$ cat src/rtl/mw_pkg.sv
// -----------------------------------------------------------------------------
// mw_pkg
// Shared definitions for the microwave controller slice.
//   state_t               : controller FSM state encoding (also driven out on
//                           state_out for the debug/status display)
//   DEFAULT_TICKS_PER_SEC : clock cycles per one-second count-enable pulse
//   DEFAULT_MAX_DIGITS    : keypad digits accepted per entry (m, s10, s1)
//   BCD_MAX               : largest legal keypad digit
//   is_bcd()              : true when a keypad code is a decimal digit
// -----------------------------------------------------------------------------
package mw_pkg;

   typedef enum logic [2:0] {
      S_IDLE  = 3'd0,
      S_ENTRY = 3'd1,
      S_COOK  = 3'd2,
      S_PAUSE = 3'd3,
      S_DONE  = 3'd4
   } state_t;

   localparam int         DEFAULT_TICKS_PER_SEC = 100;
   localparam int         DEFAULT_MAX_DIGITS    = 3;
   localparam logic [3:0] BCD_MAX               = 4'd9;

   // Keypad codes 10..15 come from the non-digit keys and must never reach
   // the timer's shift chain.
   function automatic logic is_bcd(input logic [3:0] digit);
      return (digit <= BCD_MAX);
   endfunction

endpackage

$ cat src/rtl/tick_gen.sv
// -----------------------------------------------------------------------------
// tick_gen
// Modulo-MODULUS counter that produces a one-cycle pulse each time it wraps.
// Used by the microwave controller to turn the system clock into the timer's
// one-second count enable.
//   clock  : in  system clock, rising edge
//   clear  : in  synchronous clear; count returns to 0, pulse suppressed
//   enable : in  advance the count this cycle; when low the count freezes
//                in place so a paused cook resumes mid-second
//   wrap   : out registered pulse, high for the cycle after the count steps
//                from MODULUS-1 back to 0
// -----------------------------------------------------------------------------
module tick_gen #(
   parameter int MODULUS = 100
) (
   input  logic clock,
   input  logic clear,
   input  logic enable,
   output logic wrap
);

   // A modulus of 1 still needs a one-bit register; it simply wraps on every
   // enabled cycle.
   localparam int               CNT_W    = (MODULUS > 1) ? $clog2(MODULUS) : 1;
   localparam logic [CNT_W-1:0] CNT_LAST = CNT_W'(MODULUS - 1);
   localparam logic [CNT_W-1:0] CNT_ONE  = CNT_W'(1);

   logic [CNT_W-1:0] count;

   // Count register and wrap pulse. Clear wins over enable so a restart
   // never emits a stray pulse. The pulse is registered alongside the count
   // so it leaves the block glitch-free.
   always_ff @(posedge clock) begin
      if (clear) begin
         count <= '0;
         wrap  <= 1'b0;
      end else if (enable) begin
         if (count == CNT_LAST) begin
            count <= '0;
            wrap  <= 1'b1;
         end else begin
            count <= count + CNT_ONE;
            wrap  <= 1'b0;
         end
      end else begin
         wrap <= 1'b0;
      end
   end

endmodule

$ cat src/rtl/microwave_controller.sv
// -----------------------------------------------------------------------------
// microwave_controller
// Sequencing FSM between the keypad/button front end and the BCD countdown
// timer. Shifts keypad digits into the timer, issues the 1 Hz count enable
// while cooking, gates the magnetron on door state and start/stop, and flags
// completion when the timer reaches zero.
//
// Ports
//   clock        in   system clock, all logic on the rising edge
//   clear        in   synchronous active-high reset, beats every other input
//   key_valid    in   one-cycle strobe qualifying key_digit
//   key_digit    in   [3:0] keypad code (0..9 are digits)
//   start        in   one-cycle start-button pulse
//   stop         in   one-cycle stop/cancel pulse
//   door_closed  in   level, 1 = door closed
//   timer_zero   in   timer reports 0:00
//   timer_data   out  [3:0] digit presented to the timer shift input
//   timer_loadn  out  active-low shift strobe to the timer
//   timer_clearn out  active-low clear to the timer
//   timer_en     out  one-cycle count-enable pulse to the timer
//   mag_on       out  magnetron enable
//   done         out  cook-complete indicator
//   state_out    out  [2:0] current FSM state encoding
//
// Every output is a register, so each reacts one clock after the input that
// caused it. mag_on and done are decoded from the next state, which makes them
// track state_out exactly.
// -----------------------------------------------------------------------------
module microwave_controller
   import mw_pkg::*;
#(
   parameter int TICKS_PER_SEC = DEFAULT_TICKS_PER_SEC,
   parameter int MAX_DIGITS    = DEFAULT_MAX_DIGITS
) (
   input  logic       clock,
   input  logic       clear,
   input  logic       key_valid,
   input  logic [3:0] key_digit,
   input  logic       start,
   input  logic       stop,
   input  logic       door_closed,
   input  logic       timer_zero,
   output logic [3:0] timer_data,
   output logic       timer_loadn,
   output logic       timer_clearn,
   output logic       timer_en,
   output logic       mag_on,
   output logic       done,
   output logic [2:0] state_out
);

   localparam int                DCNT_W      = $clog2(MAX_DIGITS + 1);
   localparam logic [DCNT_W-1:0] DIGIT_LIMIT = DCNT_W'(MAX_DIGITS);
   localparam logic [DCNT_W-1:0] DIGIT_ONE   = DCNT_W'(1);

   state_t            state;
   state_t            state_next;
   logic [DCNT_W-1:0] digit_cnt;
   logic [DCNT_W-1:0] digit_cnt_next;
   logic [3:0]        data_next;
   logic              loadn_next;
   logic              clearn_next;
   logic              tick_restart;
   logic              tick_enable;
   logic              door_q;
   logic              digit_ok;
   logic              door_fell;

   assign digit_ok  = key_valid && is_bcd(key_digit);
   assign door_fell = door_q && !door_closed;
   assign state_out = state;

   // Next-state and next-output decode. Strobes default to inactive so a
   // loadn or clearn pulse lasts exactly one cycle. Loads only happen on the
   // way into ENTRY and clears only on the way into IDLE, so the timer never
   // sees loadn and clearn low together, and neither can coincide with a
   // count enable (which only fires while staying in COOK).
   always_comb begin
      state_next     = state;
      digit_cnt_next = digit_cnt;
      data_next      = timer_data;
      loadn_next     = 1'b1;
      clearn_next    = 1'b1;
      tick_restart   = 1'b0;

      case (state)
         S_IDLE: begin
            if (digit_ok) begin
               data_next      = key_digit;
               loadn_next     = 1'b0;
               digit_cnt_next = DIGIT_ONE;
               state_next     = S_ENTRY;
            end
         end

         // Buttons take precedence over a digit arriving in the same cycle.
         // A zero timer means nothing was entered worth cooking.
         S_ENTRY: begin
            if (stop) begin
               clearn_next    = 1'b0;
               digit_cnt_next = '0;
               state_next     = S_IDLE;
            end else if (start && door_closed && !timer_zero) begin
               tick_restart = 1'b1;
               state_next   = S_COOK;
            end else if (digit_ok && (digit_cnt < DIGIT_LIMIT)) begin
               data_next      = key_digit;
               loadn_next     = 1'b0;
               digit_cnt_next = digit_cnt + DIGIT_ONE;
            end
         end

         // Reaching zero wins over a simultaneous door-open or stop so the
         // user still gets the completion indication.
         S_COOK: begin
            if (timer_zero) begin
               state_next = S_DONE;
            end else if (!door_closed || stop) begin
               state_next = S_PAUSE;
            end
         end

         // Stop is checked first so a start+stop together cancels.
         S_PAUSE: begin
            if (stop) begin
               clearn_next    = 1'b0;
               digit_cnt_next = '0;
               state_next     = S_IDLE;
            end else if (start && door_closed) begin
               state_next = S_COOK;
            end
         end

         // Any user interaction acknowledges completion. A key press here is
         // consumed as the acknowledgement and is not shifted into the timer.
         S_DONE: begin
            if (key_valid || start || stop || door_fell) begin
               clearn_next    = 1'b0;
               digit_cnt_next = '0;
               state_next     = S_IDLE;
            end
         end

         default: begin
            state_next = S_IDLE;
         end
      endcase
   end

   // The one-second counter only advances while cooking continues; leaving
   // COOK freezes it so a resume after PAUSE finishes the partial second.
   assign tick_enable = (state == S_COOK) && (state_next == S_COOK);

   // State and registered outputs. Reset leaves the timer being cleared in
   // the first cycle after clear, with every other strobe idle. The door is
   // registered once purely for 1->0 edge detection in DONE.
   always_ff @(posedge clock) begin
      if (clear) begin
         state        <= S_IDLE;
         digit_cnt    <= '0;
         timer_data   <= 4'd0;
         timer_loadn  <= 1'b1;
         timer_clearn <= 1'b0;
         mag_on       <= 1'b0;
         done         <= 1'b0;
         door_q       <= 1'b0;
      end else begin
         state        <= state_next;
         digit_cnt    <= digit_cnt_next;
         timer_data   <= data_next;
         timer_loadn  <= loadn_next;
         timer_clearn <= clearn_next;
         mag_on       <= (state_next == S_COOK);
         done         <= (state_next == S_DONE);
         door_q       <= door_closed;
      end
   end

   tick_gen #(
      .MODULUS (TICKS_PER_SEC)
   ) u_tick_gen (
      .clock  (clock),
      .clear  (clear || tick_restart),
      .enable (tick_enable),
      .wrap   (timer_en)
   );

endmodule

$ cat config.mk
export PLATFORM = sky130hd
export DESIGN_NAME = microwave_controller
export DESIGN_NICKNAME = d
export VERILOG_FILES = /design/src/rtl/mw_pkg.sv /design/src/rtl/tick_gen.sv /design/src/rtl/microwave_controller.sv
export SDC_FILE = /design/constraint.sdc
export NUM_CORES = 1
export LEC_CHECK = 0
export ABC_AREA = 1
export CORE_ASPECT_RATIO = 1.2
export CORE_MARGIN = 1
export CORE_UTILIZATION = 50
export DETAILED_ROUTE_END_ITERATION = 8
export DONT_BUFFER_PORTS = 1
export PLACE_DENSITY = 0.69
export SETUP_SLACK_MARGIN = 0.2
export SYNTH_ARGS = -nofsm -noshare
export SYNTH_HDL_FRONTEND = slang
export SYNTH_SLANG_ARGS = --single-unit
$ cat constraint.sdc
create_clock -name clock -period 1.3 [get_ports clock]
set_clock_uncertainty 0.05 [all_clocks]
set_input_delay 0 -clock clock [delete_from_list [all_inputs] [get_ports clock]]
set_output_delay 0 -clock clock [all_outputs]
set_load 0.02 [all_outputs]
==> results of run 1 <==
[Yosys cell counts, types with 2 or more instances]
| master | count |
|---|---|
| nand2_1 | 34 |
| nor2_1 | 28 |
| dfxtp_1 | 22 |
| inv_1 | 15 |
| nand3_1 | 11 |
| o21ai_0 | 8 |
| a21oi_1 | 6 |
| o21ai_1 | 6 |
| nand4_1 | 5 |
| inv_2 | 4 |
| nand2_2 | 4 |
| ha_1 | 2 |
| nand3_2 | 2 |
| xor2_1 | 2 |
[how the worst max path moves through the flow]
| stage | from | end | cells past startpoint |
|---|---|---|---|
| after floorplan | state_out[1] | u_tick_gen.count[6] | 9 |
| after global placement | u_tick_gen.count[1] | u_tick_gen.count[6] | 6 |
| after detailed placement | u_tick_gen.count[1] | u_tick_gen.count[6] | 6 |
| after CTS | state_out[2] | u_tick_gen.count[0] | 10 |
| after global routing | state_out[0] | u_tick_gen.count[2] | 8 |
| final | state_out[1] | u_tick_gen.count[1] | 9 |
[layout by cell type (no fill, tap or decap), types with 2 or more instances in the layout]
cell           Yosys  layout
nand2_1           34      29
nor2_1            28      22
buf_4              0      20
dfxtp_1           22      19
inv_1             15      13
o21ai_1            6      10
nand3_1           11      10
dlygate4sd3_1      0       9
nand2_4            1       6
nand4_1            5       5
inv_4              0       4
nor2_4             0       4
nand2_2            4       4
a21oi_1            6       4
o21ai_2            0       3
nor2_2             1       3
clkbuf_4           0       3
dfxtp_4            0       3
nand3_4            0       2
inv_2              4       2
nor3_4             0       2
xor2_1             2       2
a21oi_2            0       2
[cells by family (layout without fill, tap and decap cells)]
| group | after synthesis | after routing | synth area share [%] |
|---|---|---|---|
| DFF | 22 | 22 | 39.3 |
| and+or+nand+nor | 91 | 91 | 39.8 |
| buffers and inverters | 20 | 53 | 6.70 |
| adders and majority gates | 2 | 2 | 2.23 |
| AOI/OAI and AO/OA | 21 | 21 | 9.61 |
| xor gates and xnor gates | 3 | 3 | 2.35 |
[layout make-up]
type	count	area, sq um
clock buffers	4	47.5
repair buffers	29	240
inverters	20	86.3
fillers	161	490
multi-input cells	117	741
well taps	30	37.5
flip-flops and latches	22	452
[worst register-to-register path, stage by stage (launching register included)]
cell     delay, ns
dfxtp_4       0.43
inv_4         0.06
nand2_4       0.08
nor2_4        0.05
nand3_2       0.10
nand2_4       0.08
nor2_8        0.17
nand3_4       0.13
nand3_1       0.09
o21ai_1       0.07
[state kept, by name (all words and copies together), names as in the netlist]
name and cells:
timer_data 4, done 1, state_out 3, u_tick_gen.wrap 1, mag_on 1, u_tick_gen.count 7, door_q 1, timer_loadn 1
timer_clearn 1, digit_cnt 2
[per-layer routing]
| layer | track usage, % | part of all wire, % | wire, um |
|---|---|---|---|
| met1 | 30.5 | 44 | 1320 |
| met2 | 44.2 | 51 | 1530 |
| met4 | 9.09 | 1.1 | 32 |
| met3 | 3.36 | 3.3 | 98 |
| met5 | 0 | 0 | 0 |
[power breakdown]
part           internal [mW]  leakage, nW  total (mW)  switching [mW]
registers              0.699        0.182       0.743          0.0444
logic                  0.104        0.474       0.238           0.135
clock network          0.235       0.0261       0.451           0.216
[timing repair]
action | in CTS | in global routing
setup buffers | 3 | 3
hold buffers | 9 | 0
endpoints found under the hold margin | 14 | 0
setup endpoints to repair | 20 | 20
gates resized for setup | 6 | 20
pin swaps | 4 | 7
[stage by stage]
stage          instances  util [%]  setup slack [ns]
2_1_floorplan        159         -            0.0294
3_3_place_gp         203      63.4            -0.128
3_5_place_dp         203      63.4            -0.117
4_1_cts              219      72.0           -0.0188
5_1_grt              222      76.6            -0.169
6_report             222      76.6           -0.0976
==> metrics.yaml, run 1 <==
outcome:
  status: "finished with violations"
  violations: "negative setup slack"
cells_and_area:
  layout.nets: 206
  syn_to_final_growth_pct: 43.2
  final_area_sq_um: 1600
  diodes: 0
  drive_above_1_share_pct: 33.9
clock_network:
  cts.sinks: 22
  clock_path_buffers: 2
  clk-insertion-delay-late_ns: 0.31
  path_clk_slew_ns: 0.13
  htreeDepth: 1
  cts_root_buf: "clkbuf_4"
  cts_tree: "yes"
  numCtsBuffers: 3
flow_run:
  maxCapViolations: 0
setup_path:
  path_max_fanout: 7
  worst_path_max_delay_cell: "dfxtp_4"
  r2r-end: "u_tick_gen.count[1]"
  cp_top_family: "simple AND/OR/NAND/NOR gates"
  crit_path_end_kind: "register"
  path_class: "register to register"
  required_ns: 1.46
  rr_startpoint: "state_out[1]"
  reg2regPathDepth: 9
  worst-path-buf-inv: 1
  startpoint_type: "register"
  cp_cell_sequence: "inv_4, nand2_4, nor2_4, nand3_2, nand2_4, nor2_8, nand3_4, nand3_1, o21ai_1"
  cpMostUsedCell: "nand2_4"
  r2r_slack_ns: -0.1
  arrival_ns: 1.56
  crit_path_max_incr_delay_ns: 0.43
timing:
  drv_slew: 0
  final.setup.tns_ns: -0.767
  fin_crit_ns: 1.40
  hold_violations: 0
  rsz0062_at_grt: "true"
  slew_headroom_pct: 78.9
  period_share_pct: 108
  hold_slack_ns: 0.0116
  setup_viol: 14
  timing.fmax_ghz: 0.716
  worst_pin_slew_ns: 0.315
  worst_slack_ns: -0.0976
floorplanning:
  initial_utilization_pct: 53.5
  row_count: 18
  dieArea_sq_um: 2430
  die_h_um: 53.8
  die-width_um: 45.2
  top_level_ports: 23
  design.core.area_sq_um: 2090
hold_path:
  whs_endpoint: "state_out[2]"
  hp-start: "start"
  hp-class: "primary input to register"
  hold_depth: 4
global_route:
  track_usage_pct: 25.0
  grt_max_degree: 14
  grt_pass1_wl_um: 4410
  overflow: 0
  grt_pass1_vias: 1075
  grt_antenna_before_repair: 0
drt:
  drc_errors: 0
  drt_pass1_iterations: 4
  via_per_inst: 5.21
  first_iter_violations: 27
  ant_nets: 0
  wire_per_inst_um: 13.4
  drt_wl_total_um: 2980
  vias: 1156
synthesis:
  synth_area_leaders: "dfxtp_1 39%, nand2_1 11%, nor2_1 9.4%"
  yosysTopAreaCell: "dfxtp_1"
  synth_area_sq_um: 1120
  synth-warning-count: 0
  synth_edf_count: 0
  synth_cell_types: 24
  synth-async-reset-ratio_pct: 0
  synth_ff_type: "dfxtp_1"
  seq_area_frac_synth_pct: 39.3
  avgSynthCellArea_sq_um: 7.04
  yosys.area.top_type_share_pct: 39.3
  syn_nets: 172
  synth_seq_cells: 22
  synth_cells: 159
placement:
  place_hpwl_um: 1820
  placed_cell_area_sq_um: 1330
  port_buffers: 0
  place.gp.congestion: 0.863
power_and_ir_drop:
  total_power_mw: 1.43
  ir_worst_vdd_mv: 0.761
  power_density_nw_per_um2: 893
  leakagePower_nw: 0.682
Power figures use the tool's default switching activity.
==> run 2: changes to the inputs <==
GPL_TIMING_DRIVEN = 0   (was not set)
==> metrics.yaml, run 2 (synthesis results as in run 1) <==
global_route:
  grt_max_degree: 13  # -1
  grt_pass1_wl_um: 4150  # -5.8%
  grt_pass1_vias: 998  # -7.2%
  track_usage_pct: 23.6  # -1.4 points
  overflow: 0  # unchanged
  grt_antenna_before_repair: 0  # unchanged
floorplanning:
  dieArea_sq_um: 2430  # unchanged
  die-width_um: 45.2  # unchanged
  design.core.area_sq_um: 2090  # unchanged
  die_h_um: 53.8  # unchanged
  row_count: 18  # unchanged
  top_level_ports: 23  # unchanged
  initial_utilization_pct: 53.5  # unchanged
cells_and_area:
  final_util_pct: 75.0  # -1.6 points
  drive_above_1_share_pct: 33.5  # -0.34 points
  final_area_sq_um: 1570  # -2.1%
  diodes: 0  # unchanged
  largest_register: "u_tick_gen.count"
  layout.nets: 199  # -3.4%
  layout_common_cells: "27 x nand2_1, 22 x nor2_1, 19 x dfxtp_1"
  largest_reg_flops: 7  # unchanged
  syn_to_final_growth_pct: 40.2
  final_common_cell: "nand2_1"
  stdcell_count: 215  # -3.2%
drt:
  via_per_inst: 5.12  # -1.7%
  drc_errors: 0  # unchanged
  vias: 1101  # -4.8%
  first_iter_violations: 24  # -11%
  wire_per_inst_um: 12.5  # -6.6%
  drt_pass1_iterations: 4  # unchanged
  ant_nets: 0  # unchanged
  drt_wl_total_um: 2690  # -9.5%
power_and_ir_drop:
  ir_worst_vdd_mv: 0.629  # -17%
  power_density_nw_per_um2: 857  # -4.1%
  leakagePower_nw: 0.625  # -8.4%
clock_network:
  clock_path_buffers: 2  # unchanged
  cts_root_buf: "clkbuf_4"
  cts.sinks: 22  # unchanged
  cts_tree: "yes"
  htreeDepth: 1  # unchanged
  path_clk_slew_ns: 0.12  # about the same
  numCtsBuffers: 3  # unchanged
  clk-insertion-delay-late_ns: 0.31  # about the same
timing:
  rsz0062_at_grt: "true"
  slew_headroom_pct: 80.4  # +1.5 points
  fin_crit_ns: 1.43  # +0.0354 ns
  worst_slack_ns: -0.133  # -0.0354 ns
  timing.fmax_ghz: 0.698  # -2.5%
  hold_violations: 0  # unchanged
  drv_slew: 0  # unchanged
  setup_viol: 20  # +6
  period_share_pct: 110  # +2.7 points
  worst_pin_slew_ns: 0.292  # -0.0231 ns
setup_path:
  cp_cell_sequence: "inv_4, nand2_4, nor2_4, nand3_4, nand2_4, nor2_8, nand4_4, clkinv_2, nand2_1, nand2_1"
  worst-path-buf-inv: 2  # +1
  path_max_fanout: 6  # -1
  reg2regPathDepth: 10  # +1
  required_ns: 1.47  # about the same
  worst_path_max_delay_cell: "dfxtp_4"
  r2r-end: "u_tick_gen.count[4]"
  rr_startpoint: "state_out[2]"
  cp_top_family: "simple AND/OR/NAND/NOR gates"
  crit_path_max_incr_delay_ns: 0.42  # about the same
  cp.depth: 10  # +1
  crit_path_end_kind: "register"
  r2r_slack_ns: -0.13  # -0.04 ns
  path_class: "register to register"
  startpoint_type: "register"
  startpoint: "state_out[2]"
  endpoint: "u_tick_gen.count[4]"
  arrival_ns: 1.60  # +0.04 ns
outcome:
  violations: "negative setup slack"
  status: "finished with violations"
placement:
  placed_cell_area_sq_um: 1220  # -7.9%
  place_inst: 189  # -6.9%
  place_hpwl_um: 1720  # -5.3%
  place.gp.congestion: 0.876  # +1.4%
  port_buffers: 0  # unchanged
  dp_slack_ns: -0.146  # -0.0294 ns
hold_path:
  hp-class: "primary input to register"
flow_run:
  maxCapViolations: 0  # unchanged
## run 2: how the worst min path moves through the flow
stage / from / endpoint / slack (ns) / cells past startpoint
CTS: key_valid / digit_cnt[1] / 0.001 / 6
detailed placement: clear / state_out[2] / 0.01 / 1
finish: key_valid / timer_loadn / 0.02 / 5
floorplan: clear / state_out[1] / 0.009 / 1
global placement: clear / state_out[1] / 0.01 / 1
global route: key_valid / timer_loadn / 0.04 / 5
## run 2: per-layer routing
metal | wire (um) | track usage, % | share of wire (%) | vias to the layer above
li1 | - | - | - | 567
met1 | 1260 | 28.5 | 47 | 505
met2 | 1330 | 41.5 | 49 | 25
met3 | 83 | 3.36 | 3.1 | 4
met4 | 21 | 9.60 | 0.78 | 0
met5 | 0 | 0 | 0 | -
## run 2: metrics by stage
| step | power (mW) | TNS (ns) | hold WS (ns) |
|---|---|---|---|
| final | 1.35 | -1.68 | 0.0224 |
| after global routing | 1.40 | -2.84 | 0.0402 |
| after CTS | 1.34 | -1.01 | 0.00112 |
| after detailed placement | 0.904 | -1.03 | 0.0123 |
| after global placement | 0.898 | -0.715 | 0.0103 |
| after floorplan | 0.880 | 0 | 0.00936 |
## run 2: layout make-up
cell class / count / area, sq um
repair buffers: 22 / 198
clock buffers: 4 / 36.3
inverters: 20 / 88.8
flip-flops and latches: 22 / 452
well taps: 30 / 37.5
multi-input cells: 117 / 758
fillers: 145 / 524
## run 2: power by group
group | internal [mW] | total (mW) | switching [mW]
clock | 0.171 | 0.380 | 0.209
combinational | 0.0975 | 0.222 | 0.124
sequential | 0.699 | 0.744 | 0.0450
## run 2: worst register-to-register path, cell delays in order, from the launching register on
cell      delay [ns]
dfxtp_4         0.42
inv_4           0.08
nand2_4         0.07
nor2_4          0.19
nand3_4         0.11
nand2_4         0.09
nor2_8          0.05
nand4_4         0.12
clkinv_2        0.07
nand2_1         0.05
nand2_1         0.04
## run 2: timing repair
item | 4_1_cts | 5_1_grt
gates resized for setup | 22 | 11
pin swaps | 14 | 10
buffers inserted | 9 | 3
endpoints found under the setup margin | 21 | 20
hold buffers | 10 | 0
endpoints found under the hold margin | 14 | 0
